--- src/rtl/multi_phase_light_fsm_pkg.sv ---
// Shared definitions for the multi-phase traffic-light controller:
// state encoding, interval-register select codes and LED bit offsets
// inside each phase's {R,Y,G} triple.
package multi_phase_light_fsm_pkg;

    // Controller states; one interval register is loaded on entry to each.
    typedef enum logic [1:0] {
        ST_GREEN     = 2'd0,
        ST_GREEN_EXT = 2'd1,
        ST_YELLOW    = 2'd2,
        ST_WALK      = 2'd3
    } light_state_t;

    // prog_sel / timer select codes
    localparam logic [1:0] SEL_BASE = 2'd0;
    localparam logic [1:0] SEL_EXT  = 2'd1;
    localparam logic [1:0] SEL_YEL  = 2'd2;
    localparam logic [1:0] SEL_WALK = 2'd3;

    // Bit offsets inside a phase's 3-bit LED group
    localparam int unsigned LED_R = 2;
    localparam int unsigned LED_Y = 1;
    localparam int unsigned LED_G = 0;

endpackage

--- src/rtl/multi_phase_light_fsm_timer.sv ---
// light_interval_timer: four programmable interval registers plus the
// down-counter that times the current controller state.
// Ports:
//   clk, Reset_Sync      clock, synchronous active-high reset
//   prog                 program strobe: write register, restart at base interval
//   prog_sel, prog_val   register select and value for prog
//   load, sel            load counter from interval register sel (state entry)
//   tick                 one time unit elapsed
//   expire               combinational: this tick ends the current state
module light_interval_timer
    import multi_phase_light_fsm_pkg::*;
#(
    parameter int unsigned CNT_W  = 8,
    parameter int unsigned T_BASE = 6,
    parameter int unsigned T_EXT  = 3,
    parameter int unsigned T_YEL  = 2,
    parameter int unsigned T_WALK = 3
) (
    input  logic             clk,
    input  logic             Reset_Sync,
    input  logic             prog,
    input  logic [1:0]       prog_sel,
    input  logic [CNT_W-1:0] prog_val,
    input  logic             load,
    input  logic [1:0]       sel,
    input  logic             tick,
    output logic             expire
);

    logic [CNT_W-1:0] interval [4];
    logic [CNT_W-1:0] cnt;

    // A zero interval would never expire; run it as one tick instead.
    function automatic logic [CNT_W-1:0] at_least_one(input logic [CNT_W-1:0] v);
        return (v == '0) ? CNT_W'(1) : v;
    endfunction

    // Interval register file and countdown; prog restarts at the base interval,
    // using the new value when the base register itself is being written.
    always_ff @(posedge clk) begin
        if (Reset_Sync) begin
            interval[SEL_BASE] <= CNT_W'(T_BASE);
            interval[SEL_EXT]  <= CNT_W'(T_EXT);
            interval[SEL_YEL]  <= CNT_W'(T_YEL);
            interval[SEL_WALK] <= CNT_W'(T_WALK);
            cnt                <= at_least_one(CNT_W'(T_BASE));
        end else if (prog) begin
            interval[prog_sel] <= prog_val;
            cnt <= at_least_one((prog_sel == SEL_BASE) ? prog_val : interval[SEL_BASE]);
        end else if (load) begin
            cnt <= at_least_one(interval[sel]);
        end else if (tick && (cnt != CNT_W'(1))) begin
            cnt <= cnt - CNT_W'(1);
        end
    end

    // Last tick of the interval: a state programmed to T lasts exactly T ticks.
    assign expire = tick && (cnt == CNT_W'(1));

endmodule

--- src/rtl/multi_phase_light_fsm.sv ---
// multi_phase_light_fsm: round-robin traffic-light controller for N_PHASES
// green phases with optional green extension, pedestrian walk phase and
// skip-empty mode, timed by light_interval_timer.
// Ports:
//   clk, Reset_Sync      clock, synchronous active-high reset
//   tick                 one-cycle pulse per time unit
//   Sensor_Sync          vehicle present, one bit per phase
//   WR                   latched walk request level
//   Prog_Sync            program strobe (write interval and restart)
//   prog_sel, prog_val   interval select / value for Prog_Sync
//   WR_Reset             one-cycle pulse clearing the walk latch on WALK entry
//   LEDs                 [3p+2:3p] = {R,Y,G} of phase p, [3*N_PHASES] = walk
//   phase                phase currently owning right-of-way
module multi_phase_light_fsm
    import multi_phase_light_fsm_pkg::*;
#(
    parameter int unsigned N_PHASES   = 3,
    parameter int unsigned CNT_W      = 8,
    parameter int unsigned T_BASE     = 6,
    parameter int unsigned T_EXT      = 3,
    parameter int unsigned T_YEL      = 2,
    parameter int unsigned T_WALK     = 3,
    parameter bit          SKIP_EMPTY = 1'b0,
    localparam int unsigned PH_W      = $clog2(N_PHASES)
) (
    input  logic                clk,
    input  logic                Reset_Sync,
    input  logic                tick,
    input  logic [N_PHASES-1:0] Sensor_Sync,
    input  logic                WR,
    input  logic                Prog_Sync,
    input  logic [1:0]          prog_sel,
    input  logic [CNT_W-1:0]    prog_val,
    output logic                WR_Reset,
    output logic [3*N_PHASES:0] LEDs,
    output logic [PH_W-1:0]     phase
);

    light_state_t       state_q, state_d;
    logic [PH_W-1:0]    phase_d;
    logic [PH_W-1:0]    nxt_q, nxt_d;
    logic [PH_W-1:0]    pick_c;
    logic [PH_W-1:0]    cand_c;
    logic               found_c;
    logic               rest_c;
    logic               wr_reset_d;
    logic               load_c;
    logic [1:0]         sel_c;
    logic               expire;

    light_interval_timer #(
        .CNT_W  (CNT_W),
        .T_BASE (T_BASE),
        .T_EXT  (T_EXT),
        .T_YEL  (T_YEL),
        .T_WALK (T_WALK)
    ) u_timer (
        .clk        (clk),
        .Reset_Sync (Reset_Sync),
        .prog       (Prog_Sync),
        .prog_sel   (prog_sel),
        .prog_val   (prog_val),
        .load       (load_c),
        .sel        (sel_c),
        .tick       (tick),
        .expire     (expire)
    );

    // Moore LED decode for a given state/phase pair.
    function automatic logic [3*N_PHASES:0] decode_leds(input light_state_t st,
                                                        input logic [PH_W-1:0] ph);
        logic [3*N_PHASES:0] v;
        v = '0;
        for (int unsigned p = 0; p < N_PHASES; p++) begin
            if ((st != ST_WALK) && (PH_W'(p) == ph)) begin
                if (st == ST_YELLOW) v[3*p + LED_Y] = 1'b1;
                else                 v[3*p + LED_G] = 1'b1;
            end else begin
                v[3*p + LED_R] = 1'b1;
            end
        end
        v[3*N_PHASES] = (st == ST_WALK);
        return v;
    endfunction

    // Next-phase selector: first candidate after the current phase in
    // round-robin order; in skip-empty mode only occupied phases or phase 0.
    always_comb begin
        found_c = 1'b0;
        pick_c  = '0;
        cand_c  = '0;
        for (int unsigned k = 1; k <= N_PHASES; k++) begin
            cand_c = PH_W'((32'(phase) + k) % N_PHASES);
            if (!found_c && (!SKIP_EMPTY || Sensor_Sync[cand_c] || (cand_c == '0))) begin
                found_c = 1'b1;
                pick_c  = cand_c;
            end
        end
        // Nothing waiting anywhere and no walk request: phase 0 keeps green.
        rest_c = SKIP_EMPTY && (pick_c == '0) && (phase == '0) && !WR;
    end

    // Next-state logic; every end-of-state reloads the timer for the new state.
    always_comb begin
        state_d    = state_q;
        phase_d    = phase;
        nxt_d      = nxt_q;
        wr_reset_d = 1'b0;
        load_c     = 1'b0;
        sel_c      = SEL_BASE;
        if (expire) begin
            load_c = 1'b1;
            unique case (state_q)
                ST_GREEN, ST_GREEN_EXT: begin
                    if ((state_q == ST_GREEN) && Sensor_Sync[phase]) begin
                        state_d = ST_GREEN_EXT;
                        sel_c   = SEL_EXT;
                    end else if (rest_c) begin
                        state_d = ST_GREEN;
                        sel_c   = SEL_BASE;
                    end else begin
                        state_d = ST_YELLOW;
                        sel_c   = SEL_YEL;
                        nxt_d   = pick_c;
                    end
                end
                ST_YELLOW: begin
                    if (WR) begin
                        state_d    = ST_WALK;
                        sel_c      = SEL_WALK;
                        wr_reset_d = 1'b1;
                    end else begin
                        state_d = ST_GREEN;
                        phase_d = nxt_q;
                        sel_c   = SEL_BASE;
                    end
                end
                ST_WALK: begin
                    state_d = ST_GREEN;
                    phase_d = nxt_q;
                    sel_c   = SEL_BASE;
                end
            endcase
        end
    end

    // State and registered outputs; program strobe restarts like reset.
    always_ff @(posedge clk) begin
        if (Reset_Sync || Prog_Sync) begin
            state_q  <= ST_GREEN;
            phase    <= '0;
            nxt_q    <= '0;
            WR_Reset <= 1'b0;
            LEDs     <= decode_leds(ST_GREEN, '0);
        end else begin
            state_q  <= state_d;
            phase    <= phase_d;
            nxt_q    <= nxt_d;
            WR_Reset <= wr_reset_d;
            LEDs     <= decode_leds(state_d, phase_d);
        end
    end

endmodule

--- config.mk ---
export PLATFORM = sky130hd
export DESIGN_NAME = multi_phase_light_fsm
export DESIGN_NICKNAME = d
export VERILOG_FILES = /design/src/rtl/multi_phase_light_fsm_pkg.sv /design/src/rtl/multi_phase_light_fsm_timer.sv /design/src/rtl/multi_phase_light_fsm.sv
export SDC_FILE = /design/constraint.sdc
export NUM_CORES = 1
export LEC_CHECK = 0
export BUFFER_PORTS_ARGS = -buffer_cell sky130_fd_sc_hd__buf_2
export CORE_MARGIN = 5
export CORE_UTILIZATION = 63
export DETAILED_ROUTE_END_ITERATION = 8
export PLACE_DENSITY = 0.85
export SYNTH_ARGS = -nofsm -noshare
export SYNTH_HDL_FRONTEND = slang
export SYNTH_SLANG_ARGS = --single-unit
--- constraint.sdc ---
create_clock -name clk -period 4.02 [get_ports clk]
set_input_delay 0.603 -clock clk [delete_from_list [all_inputs] [get_ports clk]]
set_output_delay 0.603 -clock clk [all_outputs]
set_load 0.1 [all_outputs]
== Word level (Yosys, flattened, before mapping) ==
Memory sizes are Yosys's and may differ from the RTL's.
Cells that the tools add are included.
Word-level totals
  RAM bits: 32
  bits in registers: 25
  memories: 1
  input bits: 18
Operators by class
  $add $sub $neg: 2
  eq/ne operators: 10
  $lt $le $gt $ge: 1
  reductions and logical operators: 20
  bitwise gates (word level): 6
  muxes and demuxes: 32
  div/mod/pow operators: 1
Memories
  u_timer.interval: depth 4, width 8, rd ports 2, clocked after Yosys merged registers in 0, write ports 4, line multi_phase_light_fsm_timer.sv:30  | logic [CNT_W-1:0] interval [4];
Operators with widths (count)
  $mux W8: 7
  $mod A32 B2 Y32 const B: 1
  $logic_not A8 Y1: 2
  $mux W1: 15
  $mux W2: 7
  $eq A2 B2 Y1 const B: 4
  $eq A8 B1 Y1 const B: 1
  $ne A8 B1 Y1 const B: 1
  $reduce_or A2 Y1: 4
  $reduce_or A8 Y1: 1
  $sub A8 B1 Y8 const B: 1
  $logic_and A1 B1 Y1: 6
  $logic_not A2 Y1: 3
  $not A1 Y1: 6
  $pmux W2 S3: 1
  $pmux W2 S2: 1
  $add A2 B1 Y3 const B: 1
  $lt A2 B3 Y1 const B: 1
  $reduce_and A3 Y1: 1
  $reduce_bool A3 Y1: 1
  $reduce_or A3 Y1: 1
  $bmux W1 S2: 1
  $eq A1 B2 Y1 const A: 1
  $eq A2 B1 Y1 const B: 1
  3 further kinds: 3

== Depth between registers and ports, before layout ==
Gate-level depths: netlist of the first run.
An unclocked memory read counts as a cell.
  depth in word-level cells: 11
  gate-level depth with buffers: 12
  gate-level depth less buffers: 9

== By module ==
From an unflattened synthesis of the first run, not the netlist that was laid out.
Second synthesis, totals
  cell total of the unflattened synthesis: 265
  area total of the unflattened synthesis: 2944.1 um^2
Modules (own cells, without submodules)
  light_interval_timer: cells each 177, sequential area each 1121.1 um^2, area an instance 2149.6 um^2, instances 1
  multi_phase_light_fsm: cells each 88, sequential area each 340.3 um^2, area an instance 794.5 um^2, instances 1

== Worst setup path after synthesis of the first run ==
No wires, ideal clock.
  kind: register to register
  from: register phase[1]
  to: register u_timer.cnt[0]
  clock period less this slack: 2.450 ns
  required time: 3.904 ns
  stages on the path, launching flop included: 8
  setup slack: 1.570 ns
  data arrival time: 2.334 ns
  setup time: 0.116 ns
  cell sequence: dfxtp_1 > mux2i_1 > o21a_1 > nor3_4 > o32ai_1 > a221oi_1 > a21oi_1 > a41o_1
Between the ends
  longest elaborated chain between the ends: 11
RTL lines
  from (decl): line multi_phase_light_fsm.sv:36  | output logic [PH_W-1:0] phase
  from (signal assigned): line multi_phase_light_fsm.sv:157  | phase <= phase_d;
  $bmux W1 S2 *: line multi_phase_light_fsm.sv:115  | if ((state_q == ST_GREEN) && Sensor_Sync[phase]) begin
  $mux W1 (implied by the code) *: line multi_phase_light_fsm.sv:115
  $logic_and A1 B1 Y1 *: line multi_phase_light_fsm.sv:115
  $mux W2 *: line multi_phase_light_fsm.sv:115
  $pmux W2 S3 *: line multi_phase_light_fsm.sv:113  | unique case (state_q)
  $mux W2 *: line multi_phase_light_fsm.sv:111  | if (expire) begin
  $mem_v2 Z4 W8 *
  $logic_not A8 Y1: line multi_phase_light_fsm_timer.sv:35  | return (v == '0) ? CNT_W'(1) : v;
  $mux W8 *: line multi_phase_light_fsm_timer.sv:35
  $mux W8 *: line multi_phase_light_fsm_timer.sv:50  | end else if (load) begin
  $mux W8 *: line multi_phase_light_fsm_timer.sv:47  | end else if (prog) begin
  to (signal assigned): line multi_phase_light_fsm_timer.sv:46  | cnt <= at_least_one(CNT_W'(T_BASE));
  to (signal assigned): line multi_phase_light_fsm_timer.sv:49  | cnt <= at_least_one((prog_sel == SEL_BASE) ? prog_val : interval[SEL_BASE]);
  to (signal assigned): line multi_phase_light_fsm_timer.sv:51  | cnt <= at_least_one(interval[sel]);
  to (decl): line multi_phase_light_fsm_timer.sv:31  | logic [CNT_W-1:0] cnt;
Every way passes the cells marked *; elsewhere a longest branch is shown, timed or not. The select of a mux whose other input is x is not followed.
A chain may end at the register's enable or synchronous reset.

== Worst setup path in the final report of the first run ==
  from: register u_timer.cnt[1]
  to: register u_timer.cnt[5]
Between the ends
  longest elaborated chain between the ends: 8
  elaborated cells between the ends (all ways): 14
  those cells by class: add/sub (1); eq/ne (2); mux (6); reduce/logical (4); memory (1)
RTL lines
  $eq A8 B1 Y1: line multi_phase_light_fsm_timer.sv:58  | assign expire = tick && (cnt == CNT_W'(1));
  $logic_and A1 B1 Y1: line multi_phase_light_fsm_timer.sv:58
  $mux W2: line multi_phase_light_fsm.sv:111
  $mem_v2 Z4 W8
  $logic_not A8 Y1: line multi_phase_light_fsm_timer.sv:35
  $mux W8: line multi_phase_light_fsm_timer.sv:35
  $mux W8: line multi_phase_light_fsm_timer.sv:50
  $mux W8: line multi_phase_light_fsm_timer.sv:47
Parallel ways exist; a longest one is shown, timed or not. The select of a mux whose other input is x is not followed.

==> metrics.yaml, run 1 <==
global_routing:
  grt_usage_pct: 23.7
  gr-total-overflow: 0
  grt_pass1_wl_mm: 11.2
  grt_start_max_net_pins: 28
  antenna_found_initial: 0
  grt_pass1_vias: 2252
pwr:
  p_total_w: 0.00124
  ir_worst_vdd_mv: 0.296
  p_leak_nw: 1.22
  power_density_nw_per_um2: 387
sta:
  clock.fmax_mhz: 304
  final_max_slew_viol_count: 0
  tightest_slew_ns: 1.10
  fin_worst_skew_ns: 0.00892
  setup-tns-final_ns: 0
  finalSetupViolCount: 0
  period_share_pct: 81.7
  hold_viol: 0
  min_period_ns: 3.28
  rsz0062_at_grt: "false"
  slew_headroom_pct: 25.6
critical_path:
  critical_path_class: "flip-flop to flip-flop"
  path_max_fanout: 17
  required_ns: 4.24
  endpoint_kind: "flip-flop"
  worst-r2r-setup-slack_ns: 0.74
  slowest_stage: "nor4bb_1"
  setup.worst_path.start_class: "flip-flop"
  crit_arrival_ns: 3.50
  slowest_delay_ns: 0.94
  r2r_end: "u_timer.cnt[5]"
  path_cells: "inv_1, ha_1, nor4bb_1, nand2_1, or4_1, o2111ai_1, a211o_1, a21oi_1"
  regToRegStartpoint: "u_timer.cnt[1]"
  reg2reg_depth: 8
layout:
  final_common_cell: "edfxtp_1"
  nFillCells: 318
  antennaDiodeCount: 0
  layout_common_cells: "edfxtp_1 (32), buf_2 (30), nor2_1 (29)"
  drive_gt1_share_pct: 19.7
  utilization_pct: 72.7
  area_delta_synth_final_pct: 10.1
  nets: 341
drt:
  wl_met3_um: 729
  vias: 2442
  postRouteWirelength_mm: 7.01
  maxUsedRoutingLayer: "met4"
  routed-wl-met2_mm: 3.29
  final_antenna_net_count: 0
  vias_per_cell: 6.48
  wire_per_inst_um: 18.6
  drt-met1-wl_mm: 2.82
  drcViolationCount: 0
  drtPass1Iterations: 5
  drt_iter0_drc: 275
die:
  core-area_um2: 4410
  fp.dieH_um: 78.0
  num_rows: 24
  start_util_pct: 66.0
  dieArea_um2: 6090
  dieWidth_um: 78.0
  ios: 31
logic_synthesis:
  synth_top_area_share_pct: 33.0
  yosysTopAreaCell: "edfxtp_1"
  synthTopCellsByArea: "edfxtp_1 (33%), dfxtp_1 (17%), and2_1 (4.3%)"
  synth_edf_count: 32
  syn-num-nets: 317
  synth_area_um2: 2910
  synth_cells: 296
  synth_warnings: 0
  seq_area_frac_synth_pct: 50.2
  synth_area_per_cell_um2: 9.84
  synth_cell_types: 55
  synthArstFlopShare_pct: 0
  ys.flop_type: "edfxtp_1"
  synth-seq-cells: 57
min_path:
  hold_start: "nxt_q[0]"
  holdCritPathClass: "flip-flop to flip-flop"
  min_to: "nxt_q[0]"
  whs_path_depth: 2
placed_design:
  io_buffers: 30
  place_hpwl_mm: 4.79
  gp_congestion: 0.878
clocking:
  cts_resized: 0
  cts_made_buffers: 9
  cts_hold_buf: 0
  root_buffer: "clkbuf_8"
  clkSlewWorstSetupHoldPaths_ns: 0.06
  tritoncts: "done"
  cts_buffer_depth: 2
  htree_levels: 3
  cts_setup_buffers: 0
  cts.sinks: 57
  worstSkewPairLatency_ns: 0.34
outcome:
  status: "completed"
job:
  cap_violations: 0
## metrics by stage
stage	worst slack, ns	hold slack [ns]	cell area [um^2]	cells
after floorplan	1.57	0.460	2910	296
after global placement	0.852	0.482	3050	361
after detailed placement	0.800	0.496	3050	361
after CTS	0.838	0.512	3210	377
after global routing	0.570	0.575	3210	377
final	0.735	0.512	3210	377
## cell families after synthesis
kind of cell / Yosys count / share of synthesized area, %
adders and majority gates: 3 / 1.29
DFF: 57 / 50.2
muxes: 11 / 4.04
buffers and inverters: 22 / 3.61
AOI/OAI and AO/OA: 75 / 16.4
and+or+nand+nor: 128 / 24.5
## cell usage after synthesis, types with 3 or more instances
| cell type | number |
|---|---|
| a21o_1 | 3 |
| a21oi_1 | 23 |
| a31oi_1 | 3 |
| and2_1 | 20 |
| and3_1 | 8 |
| buf_2 | 3 |
| clkbuf_1 | 12 |
| dfxtp_1 | 25 |
| edfxtp_1 | 32 |
| ha_1 | 3 |
| inv_1 | 4 |
| mux2_2 | 6 |
| mux2i_1 | 5 |
| nand2_1 | 19 |
| nand2b_1 | 6 |
| nand3_1 | 7 |
| nand3b_1 | 4 |
| nor2_1 | 29 |
| nor3_1 | 11 |
| nor4_1 | 4 |
| o211ai_1 | 4 |
| o21a_1 | 3 |
| o21ai_0 | 15 |
| o22ai_1 | 6 |
| or2_2 | 3 |
## critical path, delay by kind of cell (launching register included)
family / cells / cell delay (ns)
AO/OA/AOI/OAI: 3 / 0.38
adder cells (fa/ha/maj): 1 / 0.16
buffers and inverters: 1 / 0.11
flip-flops: 1 / 0.38
AND/OR/NAND/NOR: 3 / 2.14
## state kept, by name (all words and copies together) (netlist names)
signal and count:
LEDs 10, state_q 2, WR_Reset 1, phase 2, u_timer.cnt 8, nxt_q 2, u_timer.interval 32
## report_power, final
part | internal [W] | switching, W | total [W] | leakage [nW]
sequential | 0.000649 | 0.0000245 | 0.000673 | 0.517
combinational | 0.0000466 | 0.0000740 | 0.000121 | 0.617
clock | 0.000219 | 0.000231 | 0.000450 | 0.0818
## metal layers
metal,track usage [%],up-vias
li1,-,1144
met3,4.69,15
met2,37.0,167
met4,12.2,0
met5,0,-
met1,31.4,1116
## worst max-delay path by stage
stage                         from             end  slack, ns
CTS                 u_timer.cnt[1]  u_timer.cnt[5]       0.84
floorplan                 phase[1]  u_timer.cnt[0]       1.57
global route        u_timer.cnt[0]        nxt_q[1]       0.57
detailed placement            tick  u_timer.cnt[5]       0.80
global placement              tick  u_timer.cnt[5]       0.85
finish              u_timer.cnt[1]  u_timer.cnt[5]       0.74
## area by class of cell
type	instances	area, um^2	share of cell area [%]
tap	52	65.1	2.03
multi-input combinational	217	1350	42.0
timing repair buffer	31	158	4.91
clock buffer	10	128	3.98
sequential	57	1460	45.5
clock inverter	6	35.0	1.09
inverter	4	15.0	0.468
Note: power is estimated with default switching activity, not from simulation.
==> run 2: changes to the inputs <==
--- a/config.mk
+++ b/config.mk
@@ -7,9 +7,9 @@
 export LEC_CHECK = 0
 export BUFFER_PORTS_ARGS = -buffer_cell sky130_fd_sc_hd__buf_2
 export CORE_MARGIN = 5
-export CORE_UTILIZATION = 63
+export CORE_UTILIZATION = 53
 export DETAILED_ROUTE_END_ITERATION = 8
-export PLACE_DENSITY = 0.85
+export PLACE_DENSITY = 0.76
 export SYNTH_ARGS = -nofsm -noshare
 export SYNTH_HDL_FRONTEND = slang
 export SYNTH_SLANG_ARGS = --single-unit
==> constraint.sdc (replaced) <==
create_clock -name clk -period 2.95 [get_ports clk]
set_input_delay 0.4425 -clock clk [delete_from_list [all_inputs] [get_ports clk]]
set_output_delay 0.4425 -clock clk [all_outputs]
set_load 0.1 [all_outputs]
==> metrics.yaml, run 2 (synthesized netlist as in run 1, its figures left out) <==
clocking:
  cts.sinks: 57  # unchanged
  cts_made_buffers: 9  # unchanged
  htree_levels: 3  # unchanged
  tritoncts: "done"  # unchanged
  cts_buffer_depth: 2  # unchanged
  root_buffer: "clkbuf_8"  # unchanged
  clkSlewWorstSetupHoldPaths_ns: 0.06  # about the same
  cts_hold_buf: 0  # unchanged
  worstSkewPairLatency_ns: 0.34  # about the same
critical_path:
  endpoint_kind: "flip-flop"  # unchanged
  slowest_stage: "nor4bb_2"  # was nor4bb_1
  required_ns: 3.18  # was 4.24 ns
  r2r_end: "nxt_q[0]"  # was u_timer.cnt[5]
  path_cells: "ha_1, nor4bb_2, nand2_1, buf_4, nor3_1, mux2i_1, nor2_1"  # was inv_1, ha_1, nor4bb_1, nand2_1, or4_1, o2111ai_1, a211o_1, a21oi_1
  critical_path_class: "flip-flop to flip-flop"  # unchanged
  crit_family: "simple AND/OR/NAND/NOR gates"  # unchanged
  setup.worst_path.start_class: "flip-flop"  # unchanged
  regToRegStartpoint: "u_timer.cnt[0]"  # was u_timer.cnt[1]
  crit_cells: 7  # was 8
  slowest_delay_ns: 0.52  # was 0.94 ns
  worst-r2r-setup-slack_ns: 0.37  # was 0.74 ns
  path_max_fanout: 11  # was 17
  crit_arrival_ns: 2.81  # was 3.50 ns
  reg2reg_depth: 7  # was 8
  path_buf_inv: 1  # unchanged
layout:
  final_common_cell: "edfxtp_1"  # unchanged
  drive_gt1_share_pct: 21.2  # was 19.7%
  top_register: "u_timer.interval"  # unchanged
  antennaDiodeCount: 0  # unchanged
  utilization_pct: 62.0  # was 72.7%
  seqCellArea_um2: 1460  # unchanged
  multiInputGateArea_um2: 1350  # about the same
  largestRegisters: "u_timer.interval (32), LEDs (10), u_timer.cnt (8)"  # unchanged
  area_delta_synth_final_pct: 15.8  # was 10.1%
  layout_common_cells: "edfxtp_1 (32), buf_2 (30), nor2_1 (29)"  # unchanged
  largest_reg_flops: 32  # unchanged
  nFillCells: 440  # was 318
  nets: 346  # was 341
drt:
  drt_iter0_drc: 295  # was 275
  vias: 2395  # was 2442
  drtPass1Iterations: 4  # was 5
  postRouteWirelength_mm: 7.21  # was 7.01 mm
  vias_per_cell: 5.96  # was 6.48
  wire_per_inst_um: 17.9  # was 18.6 um
  final_antenna_net_count: 0  # unchanged
  drcViolationCount: 0  # unchanged
job:
  cap_violations: 0  # unchanged
sta:
  setup-tns-final_ns: 0  # unchanged
  tightest_slew_ns: 0.621  # was 1.10 ns
  fin_worst_skew_ns: 0.00487  # was 0.00892 ns
  slew_headroom_pct: 58.6  # was 25.6%
  finalSetupViolCount: 0  # unchanged
  rsz0062_at_grt: "false"  # unchanged
  final_max_slew_viol_count: 0  # unchanged
  worst_slack_ns: 0.372  # was 0.735 ns
  min_period_ns: 2.58  # was 3.28 ns
  period_share_pct: 87.4  # was 81.7%
  hold_viol: 0  # unchanged
  clock.fmax_mhz: 388  # was 304 MHz
placed_design:
  place_hpwl_mm: 5.10  # was 4.79 mm
  gp_congestion: 0.868  # was 0.878
  io_buffers: 30  # unchanged
  pre_cts_ws_ns: 0.136  # was 0.800 ns
die:
  ios: 31  # unchanged
  num_rows: 27  # was 24
  fp.dieH_um: 84.2  # was 78.0 um
  dieWidth_um: 84.2  # was 78.0 um
  start_util_pct: 53.6  # was 66.0%
  dieArea_um2: 7080  # was 6090 um^2
  core-area_um2: 5440  # was 4410 um^2
pwr:
  ir_worst_vdd_mv: 0.455  # was 0.296 mV
  p_leak_nw: 1.29  # was 1.22 nW
  power_density_nw_per_um2: 605  # was 387 nW/um^2
min_path:
  hold_start: "prog_val[4]"  # was nxt_q[0]
  holdCritPathClass: "primary input to flip-flop"  # was flip-flop to flip-flop
  whs_path_depth: 3  # was 2
  min_to: "u_timer.cnt[4]"  # was nxt_q[0]
global_routing:
  antenna_found_initial: 0  # unchanged
  grt_pass1_vias: 2312  # was 2252
  grt_start_max_net_pins: 21  # was 28
  grt_pass1_wl_mm: 11.8  # was 11.2 mm
  gr-total-overflow: 0  # unchanged
  grt_usage_pct: 21.6  # was 23.7%
outcome:
  status: "completed"  # unchanged
==> run 2: changes by cell type in the layout (fill, tap and decap cells not counted) <==
cell | before | now
nor4bb_2 | 0 | 1
bufinv_16 | 0 | 4
nor4bb_1 | 1 | 0
clkinv_2 | 4 | 2
clkinvlp_4 | 2 | 0
buf_4 | 1 | 6
==> run 2: routing by layer <==
layer | up-vias | wire length, um | global-route usage [%]
met4 | 0 | 122 | 9.80
met1 | 1141 | 3160 | 28.4
met2 | 90 | 3420 | 33.4
li1 | 1152 | - | -
met3 | 12 | 504 | 5.59
met5 | - | 0 | 0
==> run 2: through the flow <==
step	std cells	hold slack (ns)	cell area, um^2	total power (W)
global placement	386	0.488	3110	0.00109
global route	402	0.442	3370	0.00211
detailed placement	386	0.495	3110	0.00110
floorplan	296	0.460	2910	0.00103
CTS	402	0.441	3370	0.00205
finish	402	0.452	3370	0.00204
==> run 2: layout make-up <==
| type | count | share of cell area [%] |
|---|---|---|
| clock inverters | 6 | 3.86 |
| well taps | 72 | 2.67 |
| clock buffers | 10 | 3.78 |
| repair buffers | 36 | 5.79 |
| flip-flops and latches | 57 | 43.3 |
| multi-input cells | 217 | 40.1 |
| inverters | 4 | 0.445 |
==> run 2: power breakdown <==
part / switching, W / internal [W]
Combinational: 0.000101 / 0.0000660
Clock: 0.000315 / 0.000644
Sequential: 0.0000326 / 0.000884
Total: 0.000449 / 0.00159
==> run 2: worst register-to-register path: cells and delay by family (launching register included) <==
family        cells  cell delay, ns
simple gates      4            1.36
mux               1            0.26
buf+inv           1            0.25
flops             1            0.42
fa+ha+maj         1            0.18
==> run 2: worst max path at each step <==
| stage | startpoint | to | slack (ns) |
|---|---|---|---|
| floorplan | phase[1] | u_timer.cnt[0] | 0.50 |
| global placement | tick | nxt_q[1] | 0.31 |
| detailed placement | tick | nxt_q[1] | 0.14 |
| CTS | u_timer.cnt[0] | nxt_q[1] | 0.21 |
| global route | u_timer.cnt[0] | nxt_q[0] | 0.17 |
| finish | u_timer.cnt[0] | nxt_q[0] | 0.37 |
==> run 2: timing repair <==
| item | 4_1_cts | 5_1_grt |
|---|---|---|
| setup buffers | 0 | 0 |
| resized for setup | 0 | 1 |
| endpoints found under the setup margin | 0 | 7 |
==> run 3: changes to the inputs <==
--- a/config.mk
+++ b/config.mk
@@ -9,7 +9,7 @@
 export CORE_MARGIN = 5
 export CORE_UTILIZATION = 53
 export DETAILED_ROUTE_END_ITERATION = 8
-export PLACE_DENSITY = 0.76
+export PLACE_DENSITY = 0.75
 export SYNTH_ARGS = -nofsm -noshare
 export SYNTH_HDL_FRONTEND = slang
 export SYNTH_SLANG_ARGS = --single-unit
==> metrics.yaml, run 3 (synthesized netlist as in run 1, its figures left out) <==
die:
  ios: 31  # unchanged
  dieArea_um2: 7080  # unchanged
  dieWidth_um: 84.2  # unchanged
  start_util_pct: 53.6  # unchanged
  fp.dieH_um: 84.2  # unchanged
  core-area_um2: 5440  # unchanged
  num_rows: 27  # unchanged
critical_path:
  endpoint_kind: "flip-flop"  # unchanged
  required_ns: 3.19  # was 3.18 ns
  path_max_fanout: 15  # was 11
  setup.worst_path.start_class: "flip-flop"  # unchanged
  path_cells: "ha_1, nor4bb_1, nand2_1, buf_4, nor3_1, mux2i_1, nor2_1"  # was ha_1, nor4bb_2, nand2_1, buf_4, nor3_1, mux2i_1, nor2_1
  slowest_delay_ns: 0.64  # was 0.52 ns
  path_buf_inv: 1  # unchanged
  crit_arrival_ns: 2.87  # was 2.81 ns
  critical_path_class: "flip-flop to flip-flop"  # unchanged
  slowest_stage: "nor4bb_1"  # was nor4bb_2
  crit_family: "simple AND/OR/NAND/NOR gates"  # unchanged
clocking:
  cts.sinks: 57  # unchanged
  cts_made_buffers: 9  # unchanged
  worstSkewPairLatency_ns: 0.34  # about the same
  clkSlewWorstSetupHoldPaths_ns: 0.07  # was 0.06 ns
  htree_levels: 3  # unchanged
  tritoncts: "done"  # unchanged
  cts_hold_buf: 0  # unchanged
  cts_setup_buffers: 0  # unchanged
  root_buffer: "clkbuf_8"  # unchanged
  cts_buffer_depth: 2  # unchanged
  cts_resized: 0  # unchanged
layout:
  area_delta_synth_final_pct: 13.7  # was 15.8%
  largestRegisters: "u_timer.interval (32), LEDs (10), u_timer.cnt (8)"  # unchanged
  drive_gt1_share_pct: 21.2  # unchanged
  top_register: "u_timer.interval"  # unchanged
  largest_reg_flops: 32  # unchanged
  final_common_cell: "edfxtp_1"  # unchanged
  antennaDiodeCount: 0  # unchanged
  layout_common_cells: "edfxtp_1 (32), buf_2 (30), nor2_1 (29)"  # unchanged
  nets: 346  # unchanged
global_routing:
  gr-total-overflow: 0  # unchanged
  antenna_found_initial: 0  # unchanged
  grt_pass1_wl_mm: 11.8  # about the same
  grt_usage_pct: 21.6  # about the same
  grt_use_met1_pct: 28.4  # about the same
  grt_pass1_vias: 2305  # was 2312
  met3_usage_pct: 5.50  # was 5.59%
  met2_usage_pct: 32.7  # was 33.4%
  grt_start_max_net_pins: 21  # unchanged
  grt_busiest_layer: "met2"  # unchanged
sta:
  clock.fmax_mhz: 379  # was 388 MHz
  rsz0062_at_grt: "false"  # unchanged
  setup-tns-final_ns: 0  # unchanged
  finalSetupViolCount: 0  # unchanged
  tightest_slew_ns: 0.726  # was 0.621 ns
  whs_ns: 0.442  # was 0.452 ns
  final_max_slew_viol_count: 0  # unchanged
  slew_headroom_pct: 51.0  # was 58.6%
  fin_worst_skew_ns: 0.00951  # was 0.00487 ns
  min_period_ns: 2.64  # was 2.58 ns
  hold_viol: 0  # unchanged
  period_share_pct: 89.4  # was 87.4%
pwr:
  power_density_nw_per_um2: 551  # was 605 nW/um^2
  p_leak_nw: 1.25  # was 1.29 nW
  ir_worst_vdd_mv: 0.318  # was 0.455 mV
drt:
  wire_per_inst_um: 17.9  # about the same
  vias: 2405  # was 2395
  final_antenna_net_count: 0  # unchanged
  vias_per_cell: 5.98  # was 5.96
  drcViolationCount: 0  # unchanged
  postRouteWirelength_mm: 7.21  # about the same
  drtPass1Iterations: 5  # was 4
  drt_iter0_drc: 296  # was 295
min_path:
  holdCritPathClass: "primary input to flip-flop"  # unchanged
job:
  cap_violations: 0  # unchanged
placed_design:
  gp_congestion: 0.927  # was 0.868
  io_buffers: 30  # unchanged
  place_hpwl_mm: 4.96  # was 5.10 mm
outcome:
  status: "completed"  # unchanged
[run 3: changes by cell type in the layout (fill, tap and decap cells not counted), sizes merged]
cell / delta
inv: +1
clkinvlp: +2
clkbuf: -1
bufinv: -3
clkinv: +1
[run 3: final timing paths]
path | startpoint | end | slack, ns | cells past startpoint
max reg2reg | u_timer.cnt[0] | nxt_q[1] | 0.31 | 7
min reg2reg | nxt_q[0] | nxt_q[0] | 0.54 | 2
max | u_timer.cnt[0] | nxt_q[1] | 0.31 | 7
min | prog_val[4] | u_timer.cnt[4] | 0.44 | 3
[run 3: routing by layer]
| layer | share of wire [%] | wire length [um] |
|---|---|---|
| met1 | 42 | 3050 |
| met2 | 47 | 3360 |
| met3 | 8.3 | 599 |
| met4 | 2.7 | 194 |
| met5 | 0 | 0 |
[run 3: through the flow]
step                setup slack, ns  area [um^2]  util [%]  total power, W  cells
finish                        0.313         3310      60.9         0.00182    402
global route                  0.120         3310      60.9         0.00190    402
CTS                           0.322         3310      60.9         0.00183    402
detailed placement            0.269         3110      57.2         0.00110    386
global placement              0.448         3110      57.2         0.00109    386
floorplan                     0.500         2910         -         0.00103    296
[run 3: power by group]
part	switching, W	internal (W)
Clock	0.000346	0.000396
Sequential	0.0000342	0.000884
Combinational	0.0000991	0.0000655
Total	0.000480	0.00135
[run 3: layout make-up]
| class | count | area (um^2) |
|---|---|---|
| fill | 463 | 2130 |
| sequential | 57 | 1460 |
| multi-input combinational | 217 | 1350 |
| timing repair buffer | 36 | 195 |
| clock buffer | 9 | 124 |
| tap | 72 | 90.1 |
| clock inverter | 7 | 80.1 |
| inverter | 4 | 15.0 |
[run 3: tightest hold or removal path: stages]
cell,delay [ns]
buf_2,0.15
nand2_1,0.07
a311oi_1,0.08
